**src/rtl/descrambler_block_sequencer.sv**
```systemverilog
// Per-lane descrambler LFSR sequencer: Gen1/2 K-code gating, Gen3 block tracking.
// Optional saturating block error counter output with DESCR_SEQ_ERR_CNT_EN.
module descrambler_block_sequencer #(
    parameter int SYMS_PER_BLOCK = 16,
    parameter int ERR_CNT_W      = 8
) (
    input  logic        clk,
    input  logic        reset,
    input  logic [2:0]  gen,
    input  logic [5:0]  pipeWidth,
    input  logic        rxValid,
    input  logic        blockStart,
    input  logic [1:0]  syncHeader,
    input  logic [31:0] rxData,
    input  logic        turnOff,
    output logic [3:0]  advance,
    output logic        patternReset,
    output logic [3:0]  descramblingEnable,
    output logic [1:0]  lfsrSel,
`ifdef DESCR_SEQ_ERR_CNT_EN
    output logic [ERR_CNT_W-1:0] errCnt,
`endif
    output logic        blockErr
);

    localparam int CW = $clog2(SYMS_PER_BLOCK);

    typedef enum logic [2:0] {
        UNALIGNED,
        DATA_BLK,
        TS_BLK,
        EIEOS_BLK,
        SKP_BLK,
        OS_BLK
    } state_e;

    state_e        state_q, state_d;
    logic [CW-1:0] symCnt_q, symCnt_d;
    logic [2:0]    gen_q;
    logic [5:0]    width_q;
    logic [3:0]    adv_q, adv_d;
    logic [3:0]    desc_q, desc_d;
    logic          pr_q, pr_d;
    logic          err_q, err_d;
    logic [1:0]    sel_q, sel_d;

    state_e        curState, blkState;
    logic [CW-1:0] curCnt, base;
    logic [CW:0]   sum;
    logic [CW+2:0] s;
    logic [3:0]    nMask;
    logic [2:0]    nBytes;
    logic          isGen3, cfgChg;

    always_comb begin
        sel_d    = 2'd2;
        nMask    = 4'hF;
        nBytes   = 3'd4;
        if (pipeWidth == 6'd8) begin
            sel_d  = 2'd0;
            nMask  = 4'h1;
            nBytes = 3'd1;
        end else if (pipeWidth == 6'd16) begin
            sel_d  = 2'd1;
            nMask  = 4'h3;
            nBytes = 3'd2;
        end

        isGen3   = (gen >= 3'd3);
        cfgChg   = (gen != gen_q) || (pipeWidth != width_q);
        curState = state_q;
        curCnt   = symCnt_q;
        // A config change drops alignment silently; Gen1/2 never holds alignment.
        if (cfgChg || !isGen3) begin
            curState = UNALIGNED;
            curCnt   = '0;
        end

        state_d  = curState;
        symCnt_d = curCnt;
        adv_d    = 4'h0;
        desc_d   = 4'h0;
        pr_d     = 1'b0;
        err_d    = 1'b0;
        blkState = curState;
        base     = curCnt;
        sum      = '0;
        s        = '0;

        if (turnOff) begin
            pr_d     = 1'b1;
            adv_d    = nMask;
            state_d  = UNALIGNED;
            symCnt_d = '0;
        end else if (rxValid) begin
            if (!isGen3) begin
                for (int k = 0; k < 4; k++) begin
                    if (nMask[k]) begin
                        if (rxData[8*k +: 8] == 8'hBC) pr_d = 1'b1;
                        if (rxData[8*k +: 8] != 8'h1C) begin
                            adv_d[k]  = 1'b1;
                            desc_d[k] = 1'b1;
                        end
                    end
                end
            end else begin
                if (blockStart) begin
                    if (curCnt != '0) err_d = 1'b1;
                    base = '0;
                    case (syncHeader)
                        2'b01: blkState = DATA_BLK;
                        2'b10: begin
                            case (rxData[7:0])
                                8'h1E, 8'h2D: blkState = TS_BLK;
                                8'h00:        blkState = EIEOS_BLK;
                                8'hAA:        blkState = SKP_BLK;
                                default:      blkState = OS_BLK;
                            endcase
                        end
                        default: begin
                            err_d    = 1'b1;
                            blkState = UNALIGNED;
                        end
                    endcase
                end else if (curState != UNALIGNED && curCnt == '0) begin
                    // Previous block ended and no new block header arrived.
                    err_d    = 1'b1;
                    blkState = UNALIGNED;
                end

                if (blkState != UNALIGNED) begin
                    for (int k = 0; k < 4; k++) begin
                        s = (CW+3)'(base) + (CW+3)'(k);
                        if (nMask[k]) begin
                            case (blkState)
                                DATA_BLK: begin
                                    adv_d[k]  = 1'b1;
                                    desc_d[k] = 1'b1;
                                end
                                TS_BLK: begin
                                    adv_d[k]  = 1'b1;
                                    desc_d[k] = (s != '0);
                                end
                                EIEOS_BLK: begin
                                    adv_d[k] = 1'b1;
                                    if (s == (CW+3)'(SYMS_PER_BLOCK-1))
                                        pr_d = 1'b1;
                                end
                                OS_BLK:  adv_d[k] = 1'b1;
                                default: adv_d[k] = 1'b0;
                            endcase
                        end
                    end
                    sum = (CW+1)'(base) + (CW+1)'(nBytes);
                    if (sum >= (CW+1)'(SYMS_PER_BLOCK))
                        sum = sum - (CW+1)'(SYMS_PER_BLOCK);
                    symCnt_d = sum[CW-1:0];
                end else begin
                    symCnt_d = '0;
                end
                state_d = blkState;
            end
        end
    end

    always_ff @(posedge clk or posedge reset) begin
        if (reset) begin
            state_q  <= UNALIGNED;
            symCnt_q <= '0;
            gen_q    <= '0;
            width_q  <= '0;
            adv_q    <= '0;
            desc_q   <= '0;
            pr_q     <= 1'b1;
            err_q    <= 1'b0;
            sel_q    <= '0;
        end else begin
            state_q  <= state_d;
            symCnt_q <= symCnt_d;
            gen_q    <= gen;
            width_q  <= pipeWidth;
            adv_q    <= adv_d;
            desc_q   <= desc_d;
            pr_q     <= pr_d;
            err_q    <= err_d;
            sel_q    <= sel_d;
        end
    end

`ifdef DESCR_SEQ_ERR_CNT_EN
    logic [ERR_CNT_W-1:0] errCnt_q;

    always_ff @(posedge clk or posedge reset) begin
        if (reset) begin
            errCnt_q <= '0;
        end else if (turnOff) begin
            errCnt_q <= '0;
        end else if (err_d && errCnt_q != '1) begin
            errCnt_q <= errCnt_q + 1'b1;
        end
    end

    assign errCnt = errCnt_q;
`endif

    assign advance            = adv_q;
    assign descramblingEnable = desc_q;
    assign patternReset       = pr_q;
    assign blockErr           = err_q;
    assign lfsrSel            = sel_q;

endmodule
```
**config.mk**
```make
export PLATFORM = sky130hd
export DESIGN_NAME = descrambler_block_sequencer
export DESIGN_NICKNAME = d
export VERILOG_FILES = /design/src/rtl/descrambler_block_sequencer.sv
export SDC_FILE = /design/constraint.sdc
export NUM_CORES = 1
export LEC_CHECK = 0
export ABC_AREA = 1
export ABC_CLOCK_PERIOD_IN_PS = 2800
export CAP_MARGIN = 20
export CORE_AREA = 2 2 87 89
export CTS_BUF_LIST = sky130_fd_sc_hd__clkbuf_4
export DETAILED_ROUTE_END_ITERATION = 10
export DIE_AREA = 0 0 89 91
export DONT_BUFFER_PORTS = 1
export SLEW_MARGIN = 40
export SYNTH_ARGS = -nofsm -noshare
export SYNTH_HDL_FRONTEND = slang
export SYNTH_SLANG_ARGS = --single-unit
```
**constraint.sdc**
```tcl
create_clock -name clk -period 2.8 [get_ports clk]
set_clock_uncertainty 0.2 [all_clocks]
set_input_delay 0.28 -clock clk [delete_from_list [all_inputs] [get_ports clk]]
set_output_delay 0.28 -clock clk [all_outputs]
set_load 0.02 [all_outputs]
```
==> run metrics <==
first-pass GRT wire length around 9300 um; initial antenna violation count 0; synthesized instance count roughly 310; CTS H-tree depth 1; Die ar. around 0.0081 mm2; clock latency on the worst-skew pair about 0.34 ns; hpwl dp about 4500 um; post-synthesis register bit count 28; post-synthesis sequential area ratio 33.6%; Die H slightly above 90 um; Syn Nets about 370; Post-Synth XOR/XNOR Area around 1.3%; share of cells above drive strength 1 around a tenth; period utilisation layout between 90 and 100%; final WL around 5800 um; pwr/cell area approximately 350 mW/mm2; post-route ant nets 0; GR Overflow Total 0; DIE WIDTH a little under 90 um; critical path startpoint category flop; number of cells after detailed placement roughly 410; DR pass1 iterations 4; Worst EP arrival 2.65 ns; Setup crit end kind flop; Diodes inserted 0; wire per inst 13.3 um; fraction of the mapped netlist area in simple logic gates between 40% and 50%; max-capacitance violation count 0; area share of fa/ha/maj cells after synthesis 5.16%; # fillers 779; Slew Limit Fails 0; final hold vios 0; fmax about 380 MHz; GP Congestion about 0.86; yosys warns 0; RSZ-0062 raised after global routing false; post-layout util 34.1%; area grow syn2layout 16.7%; CP Data Required Time 2.83 ns; largest net degree at the start of global routing 29; port bufs 0; Non-Filler Instances about 430; vias in the first global route 2105; Avg Cell Area, Syn approximately 6.7 um2; Clock Tree Buf Depth 2; vias 2095; mux cell area share after synthesis 0%; setup TNS 0 ns; vias per cell just under 5; final setup violation count 0; gr usage total between 10 and 15%; Ports 60; nets around 390; outcome finished clean; Residual DRC 0; Static Leak between 1 and 1.5 nW; slew margin rel. a little under three quarters; CTS clock-pin slew for the worst setup and hold paths about 0.16 ns; Initial Util approximately 30%; Core Area between 0.007 and 0.008 mm2; CP max FO 7; Worst-Margin Slew roughly 0.43 ns; total CTS buffers 3; CTS Sinks 28; initial DRC count approximately 160; post-synthesis cell type count 32; crit path kind reg2reg; VDD IR-drop max 121 uV; Post-Syn Area 0.00209 mm2; largest family of logic cells by synthesized area simple AND/OR/NAND/NOR gates; CTS tree built; CTS root buffer clkbuf_4; Rows 31; Synth Area in Compound Gates a little under a tenth; min-delay worst type in2reg; minimum clock period 2.61 ns
-- kinds of logic (layout without fill, tap and decap cells) --
kind of cell	count (synthesis)	count (layout)
compound gates	33	33
xor+xnor	3	3
fa+ha+maj	8	8
buf+inv	57	78
flops	28	28
simple gates	184	184
-- cell usage after synthesis --
library cell / instances / area, um2
nor2_4: 2 / 22.5
nand2_1: 79 / 297
nand2_4: 1 / 11.3
o32ai_1: 1 / 8.76
o21ai_0: 9 / 45.0
or2_2: 2 / 12.5
a211oi_1: 1 / 7.51
a21oi_2: 1 / 8.76
dfstp_2: 1 / 26.3
ha_1: 7 / 87.6
o41ai_1: 1 / 8.76
nor2_1: 40 / 150
o21ai_1: 2 / 10.0
nor3_1: 7 / 35.0
a21oi_1: 15 / 75.1
a21oi_4: 1 / 16.3
nand3_1: 25 / 125
dfrtp_1: 27 / 676
nand4_1: 14 / 87.6
inv_1: 52 / 195
nor2_2: 3 / 18.8
nand2_2: 6 / 37.5
buf_6: 1 / 11.3
nor4_1: 2 / 12.5
nand3b_1: 1 / 7.51
inv_2: 1 / 3.75
nand3_2: 2 / 20.0
fa_1: 1 / 20.0
a31oi_1: 2 / 12.5
clkbuf_1: 2 / 7.51
clkinv_1: 1 / 3.75
xor2_1: 3 / 26.3
-- timing repair --
item / CTS / global route
hold buffers: 13 / 0
setup endpoints to repair: 0 / 5
buffers inserted: 0 / 2
hold endpoints to repair: 51 / 0
resized for setup: 0 / 3
-- stage by stage --
stage	power (mW)	area [um2]	hold WS (ns)	setup slack, ns
final	0.850	2430	0.0216	0.185
after global routing	0.899	2430	0.0119	0.000143
after CTS	0.860	2410	0.0114	0.133
after detailed placement	0.569	2230	0.0669	0.174
after global placement	0.566	2230	0.0670	0.203
after floorplan	0.542	2090	0.111	0.311
-- state kept, by name, summed over array words and instances, names as in the netlist --
name,count
advance,4
blockErr,1
descramblingEnable,4
gen_q,3
lfsrSel,2
patternReset,1
state_q,3
symCnt_q,4
width_q,6
-- worst max-delay path, stage by stage, from the launching register on --
cell	delay (ns)
dfrtp_1	0.41
nand2_1	0.08
nand2_1	0.06
nor2_1	0.12
nand3_2	0.12
nor2_4	0.18
nand3_1	0.14
inv_2	0.11
ha_1	0.16
inv_1	0.06
fa_1	0.38
or2_2	0.30
nand4_1	0.09
a21oi_1	0.09
-- worst paths after layout --
path | slack [ns] | end | from | cells after the start
hold reg to reg | 0.41 | state_q[0]$_DFF_PP0_ | state_q[0]$_DFF_PP0_ | 2
min in group asynchronous | 0.22 | gen_q[1]$_DFF_PP0_ | reset | 3
max in group asynchronous | 1.86 | patternReset$_DFF_PP1_ | reset | 3
setup reg to reg | 0.19 | symCnt_q[2]$_DFF_PP0_ | width_q[3]$_DFF_PP0_ | 13
setup / recovery | 0.19 | symCnt_q[2]$_DFF_PP0_ | width_q[3]$_DFF_PP0_ | 13
hold / removal | 0.02 | lfsrSel[0]$_DFF_PP0_ | pipeWidth[4] | 3
-- where the power goes --
part	switching [mW]	leakage (nW)	total (mW)	internal [mW]
Sequential	0.0248	0.345	0.450	0.425
Combinational	0.0805	0.878	0.129	0.0485
Clock	0.126	0.0279	0.271	0.145
Total	0.231	1.25	0.850	0.618
-- final cells by class --
class | instances | area [um2] | share of cell area (%)
Inverter | 54 | 203 | 8.32
Tap cell | 99 | 124 | 5.09
Clock buffer | 3 | 22.5 | 0.925
Multi-Input combinational cell | 228 | 1170 | 48.1
Timing Repair Buffer | 20 | 183 | 7.50
Sequential cell | 28 | 702 | 28.8
Clock inverter | 1 | 30.0 | 1.23
-- per-layer routing --
layer / part of all wire, % / wire [um] / up-vias / global-route usage (%)
li1: - / - / 1048 / -
met3: 5.1 / 295 / 9 / 2.27
met1: 45 / 2570 / 957 / 17.5
met4: 1.6 / 92 / 0 / 4.48
met5: 0 / 0 / - / 0
met2: 49 / 2800 / 81 / 25.7
-- cell usage in the layout, fill, tap and decap left out, types with 3 or more instances in the layout --
cell type,netlist,routed
nand2_1,79,79
inv_1,52,51
nor2_1,40,39
dfrtp_1,27,27
nand3_1,25,25
a21oi_1,15,15
nand4_1,14,14
dlygate4sd3_1,0,13
o21ai_0,9,9
nor3_1,7,7
ha_1,7,7
buf_4,0,7
nand2_2,6,6
xor2_1,3,3
nor2_2,3,3
nor2_4,2,3
clkbuf_4,0,3
No activity file was read; power rests on OpenSTA's default activity.
